File: src/rtl/vga_fade_stage.sv
// vga_fade_stage
// Final VGA output stage: registers colour and sync, blanks outside the
// visible area and scales the 2-bit colour channels by a frame-paced
// brightness level (0..4).  Intermediate levels are approximated with a
// 2x2 ordered (Bayer) dither so that 2-bit channels still show a smooth
// ramp.  The fade loops FADE_IN -> HOLD -> FADE_OUT -> BLACK.
module vga_fade_stage #(
    parameter int STEP_FRAMES  = 8,   // frames per brightness step while fading
    parameter int HOLD_FRAMES  = 120, // frames held at full brightness
    parameter int BLACK_FRAMES = 30   // frames held at level 0
) (
    input  logic       clk,
    input  logic       reset,
    input  logic       visible,
    input  logic [9:0] hpos,
    input  logic [9:0] vpos,
    input  logic       hsync_in,
    input  logic       vsync_in,
    input  logic [1:0] r_in,
    input  logic [1:0] g_in,
    input  logic [1:0] b_in,
    input  logic       fade_en,
    output logic [1:0] vga_r,
    output logic [1:0] vga_g,
    output logic [1:0] vga_b,
    output logic       hsync,
    output logic       vsync,
    output logic [2:0] level
);

    // ------------------------------------------------------------------
    // Frame counter sizing: wide enough for the largest phase length.
    // ------------------------------------------------------------------
    localparam int MAX_SH = (STEP_FRAMES > HOLD_FRAMES) ? STEP_FRAMES : HOLD_FRAMES;
    localparam int MAX_P  = (MAX_SH > BLACK_FRAMES) ? MAX_SH : BLACK_FRAMES;
    localparam int CNT_W  = (MAX_P > 1) ? $clog2(MAX_P) : 1;

    localparam logic [CNT_W-1:0] STEP_LAST  = CNT_W'(STEP_FRAMES - 1);
    localparam logic [CNT_W-1:0] HOLD_LAST  = CNT_W'(HOLD_FRAMES - 1);
    localparam logic [CNT_W-1:0] BLACK_LAST = CNT_W'(BLACK_FRAMES - 1);

    localparam logic [2:0] LEVEL_FULL = 3'd4;
    localparam int         NUM_CH     = 3;

    typedef enum logic [1:0] {
        FADE_IN  = 2'd0,
        HOLD     = 2'd1,
        FADE_OUT = 2'd2,
        BLACK    = 2'd3
    } state_t;

    // ------------------------------------------------------------------
    // Frame tick detection
    // ------------------------------------------------------------------
    logic vsync_prev_q, vsync_prev_d;
    // armed_q stays low after reset until vsync_in has been seen low, so a
    // vsync that is already high when reset releases is not a frame edge.
    logic armed_q, armed_d;
    logic tick;
    logic count_en;

    // Next-state for the edge detector and the arming flag.
    always_comb begin
        vsync_prev_d = vsync_in;
        armed_d      = armed_q | ~vsync_in;
        tick         = vsync_in & ~vsync_prev_q & armed_q;
        count_en     = tick & fade_en;
    end

    // ------------------------------------------------------------------
    // Fade sequencer
    // ------------------------------------------------------------------
    state_t           state_q, state_d;
    logic [CNT_W-1:0] frame_cnt_q, frame_cnt_d;
    logic [2:0]       level_q, level_d;

    // Sequencer next-state: advances only on an enabled frame tick, so
    // dropping fade_en freezes state, frame count and level in place.
    always_comb begin
        state_d     = state_q;
        frame_cnt_d = frame_cnt_q;
        level_d     = level_q;
        if (count_en) begin
            case (state_q)
                FADE_IN: begin
                    if (frame_cnt_q == STEP_LAST) begin
                        frame_cnt_d = '0;
                        level_d     = level_q + 3'd1;
                        if (level_q == 3'd3) begin
                            state_d = HOLD;
                        end
                    end else begin
                        frame_cnt_d = frame_cnt_q + 1'b1;
                    end
                end
                HOLD: begin
                    if (frame_cnt_q == HOLD_LAST) begin
                        frame_cnt_d = '0;
                        state_d     = FADE_OUT;
                    end else begin
                        frame_cnt_d = frame_cnt_q + 1'b1;
                    end
                end
                FADE_OUT: begin
                    if (frame_cnt_q == STEP_LAST) begin
                        frame_cnt_d = '0;
                        level_d     = level_q - 3'd1;
                        if (level_q == 3'd1) begin
                            state_d = BLACK;
                        end
                    end else begin
                        frame_cnt_d = frame_cnt_q + 1'b1;
                    end
                end
                BLACK: begin
                    if (frame_cnt_q == BLACK_LAST) begin
                        frame_cnt_d = '0;
                        state_d     = FADE_IN;
                    end else begin
                        frame_cnt_d = frame_cnt_q + 1'b1;
                    end
                end
                default: begin
                    state_d     = FADE_IN;
                    frame_cnt_d = '0;
                    level_d     = '0;
                end
            endcase
        end
    end

    // Sequencer and tick-detector registers; reset starts a fresh fade-in.
    always_ff @(posedge clk or posedge reset) begin
        if (reset) begin
            state_q      <= FADE_IN;
            frame_cnt_q  <= '0;
            level_q      <= '0;
            vsync_prev_q <= 1'b0;
            armed_q      <= 1'b0;
        end else begin
            state_q      <= state_d;
            frame_cnt_q  <= frame_cnt_d;
            level_q      <= level_d;
            vsync_prev_q <= vsync_prev_d;
            armed_q      <= armed_d;
        end
    end

    // ------------------------------------------------------------------
    // Colour datapath
    // ------------------------------------------------------------------
    logic [2:0]              eff_level;
    logic [1:0]              dither;
    logic [NUM_CH-1:0][1:0]  chan_in;
    logic [NUM_CH-1:0][1:0]  chan_d;
    logic [NUM_CH-1:0][1:0]  chan_q;

    // Effective level and dither threshold for the current pixel.  With the
    // fade disabled the picture is shown at full brightness while the level
    // register keeps its frozen value.  Dither is Bayer 2x2: 0,2 / 3,1.
    always_comb begin
        eff_level = fade_en ? level_q : LEVEL_FULL;
        dither    = {hpos[0] ^ vpos[0], vpos[0]};
    end

    assign chan_in[0] = r_in;
    assign chan_in[1] = g_in;
    assign chan_in[2] = b_in;

    // Per-channel scale: (c*L + d) >> 2.  Max 3*4+3 = 15, so 4 bits never
    // overflow; L = 4 returns c exactly and L = 0 always returns 0.
    for (genvar gi = 0; gi < NUM_CH; gi++) begin : g_chan
        logic [3:0] scaled;
        logic [3:0] dithered;
        assign scaled     = 4'(chan_in[gi]) * 4'(eff_level);
        assign dithered   = scaled + {2'b00, dither};
        assign chan_d[gi] = visible ? dithered[3:2] : 2'b00;
    end

    logic hsync_q, hsync_d;
    logic vsync_q, vsync_d;

    // Syncs pass through with the same single-cycle delay as colour.
    always_comb begin
        hsync_d = hsync_in;
        vsync_d = vsync_in;
    end

    // Output pin registers; reset drives every pin low immediately.
    always_ff @(posedge clk or posedge reset) begin
        if (reset) begin
            chan_q  <= '0;
            hsync_q <= 1'b0;
            vsync_q <= 1'b0;
        end else begin
            chan_q  <= chan_d;
            hsync_q <= hsync_d;
            vsync_q <= vsync_d;
        end
    end

    assign vga_r = chan_q[0];
    assign vga_g = chan_q[1];
    assign vga_b = chan_q[2];
    assign hsync = hsync_q;
    assign vsync = vsync_q;
    assign level = level_q;

    // Only the parity of the coordinates drives the dither pattern.
    logic unused_coord_bits;
    assign unused_coord_bits = ^{hpos[9:1], vpos[9:1]};

endmodule

File: config.mk
export PLATFORM = sky130hd
export DESIGN_NAME = vga_fade_stage
export DESIGN_NICKNAME = d
export VERILOG_FILES = /design/src/rtl/vga_fade_stage.sv
export SDC_FILE = /design/constraint.sdc
export NUM_CORES = 1
export LEC_CHECK = 0
export ABC_AREA = 1
export CAP_MARGIN = 10
export CORE_MARGIN = 1.5
export CORE_UTILIZATION = 50
export DETAILED_ROUTE_END_ITERATION = 7
export GPL_TIMING_DRIVEN = 0
export PLACE_DENSITY = 0.83
export SYNTH_ARGS = -nofsm -noshare
export SYNTH_HDL_FRONTEND = slang
export SYNTH_SLANG_ARGS = --single-unit
export TNS_END_PERCENT = 5
File: constraint.sdc
create_clock -name clk -period 5.75 [get_ports clk]
set_clock_uncertainty 0.1 [all_clocks]
set_input_delay 1.15 -clock clk [delete_from_list [all_inputs] [get_ports clk]]
set_output_delay 1.15 -clock clk [all_outputs]
set_load 0.03 [all_outputs]
==> flow_metrics.env <==
export IMPL_port_buffer_count=24
export IMPL_place_gp_congestion=0.769
export IMPL_synth_most_common_cell="nand2_1"
export IMPL_synth_seq_cells=21
export IMPL_ys_async_sr_fraction=1.00
export IMPL_min_period_ps=3220
export IMPL_fin_area_um2=1840
export IMPL_first_iter_violations=36
export IMPL_met2_usage=0.331
export IMPL_power_density_nw_per_um2=253
export IMPL_dp_hpwl_mm=2.33
export IMPL_ys_seq_area_frac=0.343
export IMPL_cts_hold_buf=0
export IMPL_final_cell_count_no_fill=260
export IMPL_relSlewSlack=0.482
export IMPL_diodes=0
export IMPL_drv_slew=0
export IMPL_cts_tree="yes"
export IMPL_path_max_fanout=6
export IMPL_remaining_drc_errors=0
export IMPL_rows=19
export IMPL_chipWidth_um=58.3
export IMPL_syn_inst=201
export IMPL_dr_total_vias=1271
export IMPL_cts_resized=0
export IMPL_endpoint_kind="flop"
export IMPL_fin_setup_tns_ps=0
export IMPL_clk_pin_slew_ps=110
export IMPL_busiest_layer="met2"
export IMPL_dieArea_um2=3400
export IMPL_cp_start_kind="input pin"
export IMPL_clkLatencyLatePin_ps=300
export IMPL_crit_family="adder cells"
export IMPL_htree_levels=1
export IMPL_fin_nets=282
export IMPL_slowest_stage="clkdlybuf4s50_1"
export IMPL_synth_net_count=253
export IMPL_post_route_period_util=0.560
export IMPL_ir_drop_v=0.000176
export IMPL_finalSetupViolations=0
export IMPL_clk_path_buf_depth=2
export IMPL_wirelength_mm=2.90
export IMPL_ant_nets=0
export IMPL_rsz0062_at_grt="no"
export IMPL_cts_setup_buffers=0
export IMPL_hp_class="flop to flop"
export IMPL_synth_area_um2=1530
export IMPL_die_h_um=58.3
export IMPL_crit_chain="clkdlybuf4s50_1 -> nand2_1 -> nor2_1 -> fa_1 -> nand3_1 -> fa_1 -> xnor2_1 -> xor2_1 -> nor2_1"
export IMPL_grt_use_met1=0.241
export IMPL_routed_via_density=4.89
export IMPL_synth_edf_count=0
export IMPL_hold_viol_final=0
export IMPL_start_util=0.541
export IMPL_synthFlopType="dfrtp_1"
export IMPL_grt_use_met3=0.0132
export IMPL_yosysUniqueCellTypes=18
export IMPL_dr_pass1_iters=4
export IMPL_grt_pass1_wl_mm=5.02
export IMPL_grt_overflow_total=0
export IMPL_drive_gt1_frac=0.0524
export IMPL_power_leakage_nw=0.928
export IMPL_yosys_warnings=0
export IMPL_coreArea_um2=2830
export IMPL_criticalPathCategory="input pin to flop"
export IMPL_clkSinkCount=21
export IMPL_synth_avg_cell_area_um2=7.62
export IMPL_area_growth_pct=19.9
export IMPL_yosys_area_top_type="dfrtp_1"
export IMPL_synthTopCellsByArea="dfrtp_1 (34%), nand2_1 (12%), ha_1 (11%), inv_1 (8.6%), nor2_1 (8.6%)"
export IMPL_status="finished clean"
export IMPL_path_buf_inv=1
export IMPL_synthTopCellsByCount="nand2_1 (48), inv_1 (35), nor2_1 (35)"
export IMPL_cts_root_buf="clkbuf_4"
export IMPL_dpl_cell_area_um2=1810
export IMPL_cts_buffers=3
export IMPL_required_ps=5850
export IMPL_dp_cells=256
export IMPL_wl_per_cell_um=11.2
export IMPL_antenna_found_initial=0
export IMPL_synthDominantCellAreaShare=0.343
export IMPL_grt_usage=0.192
export IMPL_max_freq_mhz=311
export IMPL_arrival_ps=3320
export IMPL_grt_pass1_vias=1218
export IMPL_worst_pin_slew_ps=776
export IMPL_io_pins=43
export IMPL_grt_max_degree=22
export IMPL_critPathMaxStageDelay_ps=480
export IMPL_timing_max_cap_violations=0
==> metal layers <==
layer / wire [µm] / up-vias
li1: - / 657
met1: 1320 / 588
met2: 1440 / 21
met3: 68 / 5
met4: 66 / 0
met5: 0 / -
==> stage by stage <==
step	util	power [W]	setup WS [ps]	hold WS, ps
after floorplan	-	0.000331	2810	327
after global placement	0.640	0.000389	2240	337
after detailed placement	0.640	0.000397	2210	352
after CTS	0.649	0.000470	2550	379
after global routing	0.649	0.000503	2390	410
final	0.649	0.000464	2530	372
==> power by group <==
group	switching [W]	internal, W
clock network	0.0000432	0.0000271
logic	0.000117	0.0000819
registers	0.0000230	0.000172
==> registers in the layout, summed over array words and instances (netlist names) <==
name / cells
vga_b: 2
level: 3
armed_q: 1
vga_g: 2
frame_cnt_q: 7
vsync: 1
hsync: 1
state_q: 2
vga_r: 2
==> logic make-up (layout without fill, tap and decap cells) <==
group           Yosys count  after routing  share of synthesized area
fa+ha+maj                20             20                      0.193
simple gates            103            103                      0.281
xor+xnor                 10             10                     0.0572
buf+inv                  36             64                     0.0882
compound gates           11             11                     0.0376
flops                    21             21                      0.343
==> area by class of cell <==
cell class | instances | area, µm²
inverters | 36 | 135
flip-flops and latches | 21 | 526
fillers | 237 | 992
clock buffers | 4 | 26.3
repair buffers | 24 | 240
multi-input cells | 144 | 871
well taps | 31 | 38.8
==> worst reg2reg max path, delay by kind of cell, from the launching register on <==
kind	cells	cell delay (ps)
adder cells (fa/ha/maj)	2	730
flip-flops	1	420
XOR/XNOR	2	370
buffers and inverters	3	330
AND/OR/NAND/NOR	3	250
==> worst paths after layout <==
check	start	to	slack [ps]	cells after the start
max	fade_en	vga_r[1]$_DFF_PP0_	2530	9
min	armed_q$_DFF_PP0_	armed_q$_DFF_PP0_	370	2
max reg2reg	level[2]$_DFFE_PP0P_	vga_r[1]$_DFF_PP0_	3450	10
min reg2reg	armed_q$_DFF_PP0_	armed_q$_DFF_PP0_	370	2
max in group asynchronous	reset	state_q[1]$_DFFE_PP0P_	3890	2
min in group asynchronous	reset	vga_b[0]$_DFF_PP0_	1180	2
==> cells in the final DEF (no fill, tap or decap), types with 2 or more instances in the layout <==
cell and n:
xnor2_1 3, ha_1 14, fa_1 6, xor2_1 7, nor2_1 35, o21ai_1 3
nand3_1 12, nor2_2 4, a21oi_1 2, dfrtp_1 21, nand2_1 48, clkbuf_4 3
o21ai_0 5, nand2_2 2, clkdlybuf4s50_1 24, inv_1 35
No activity file was read; power rests on OpenSTA's default activity.
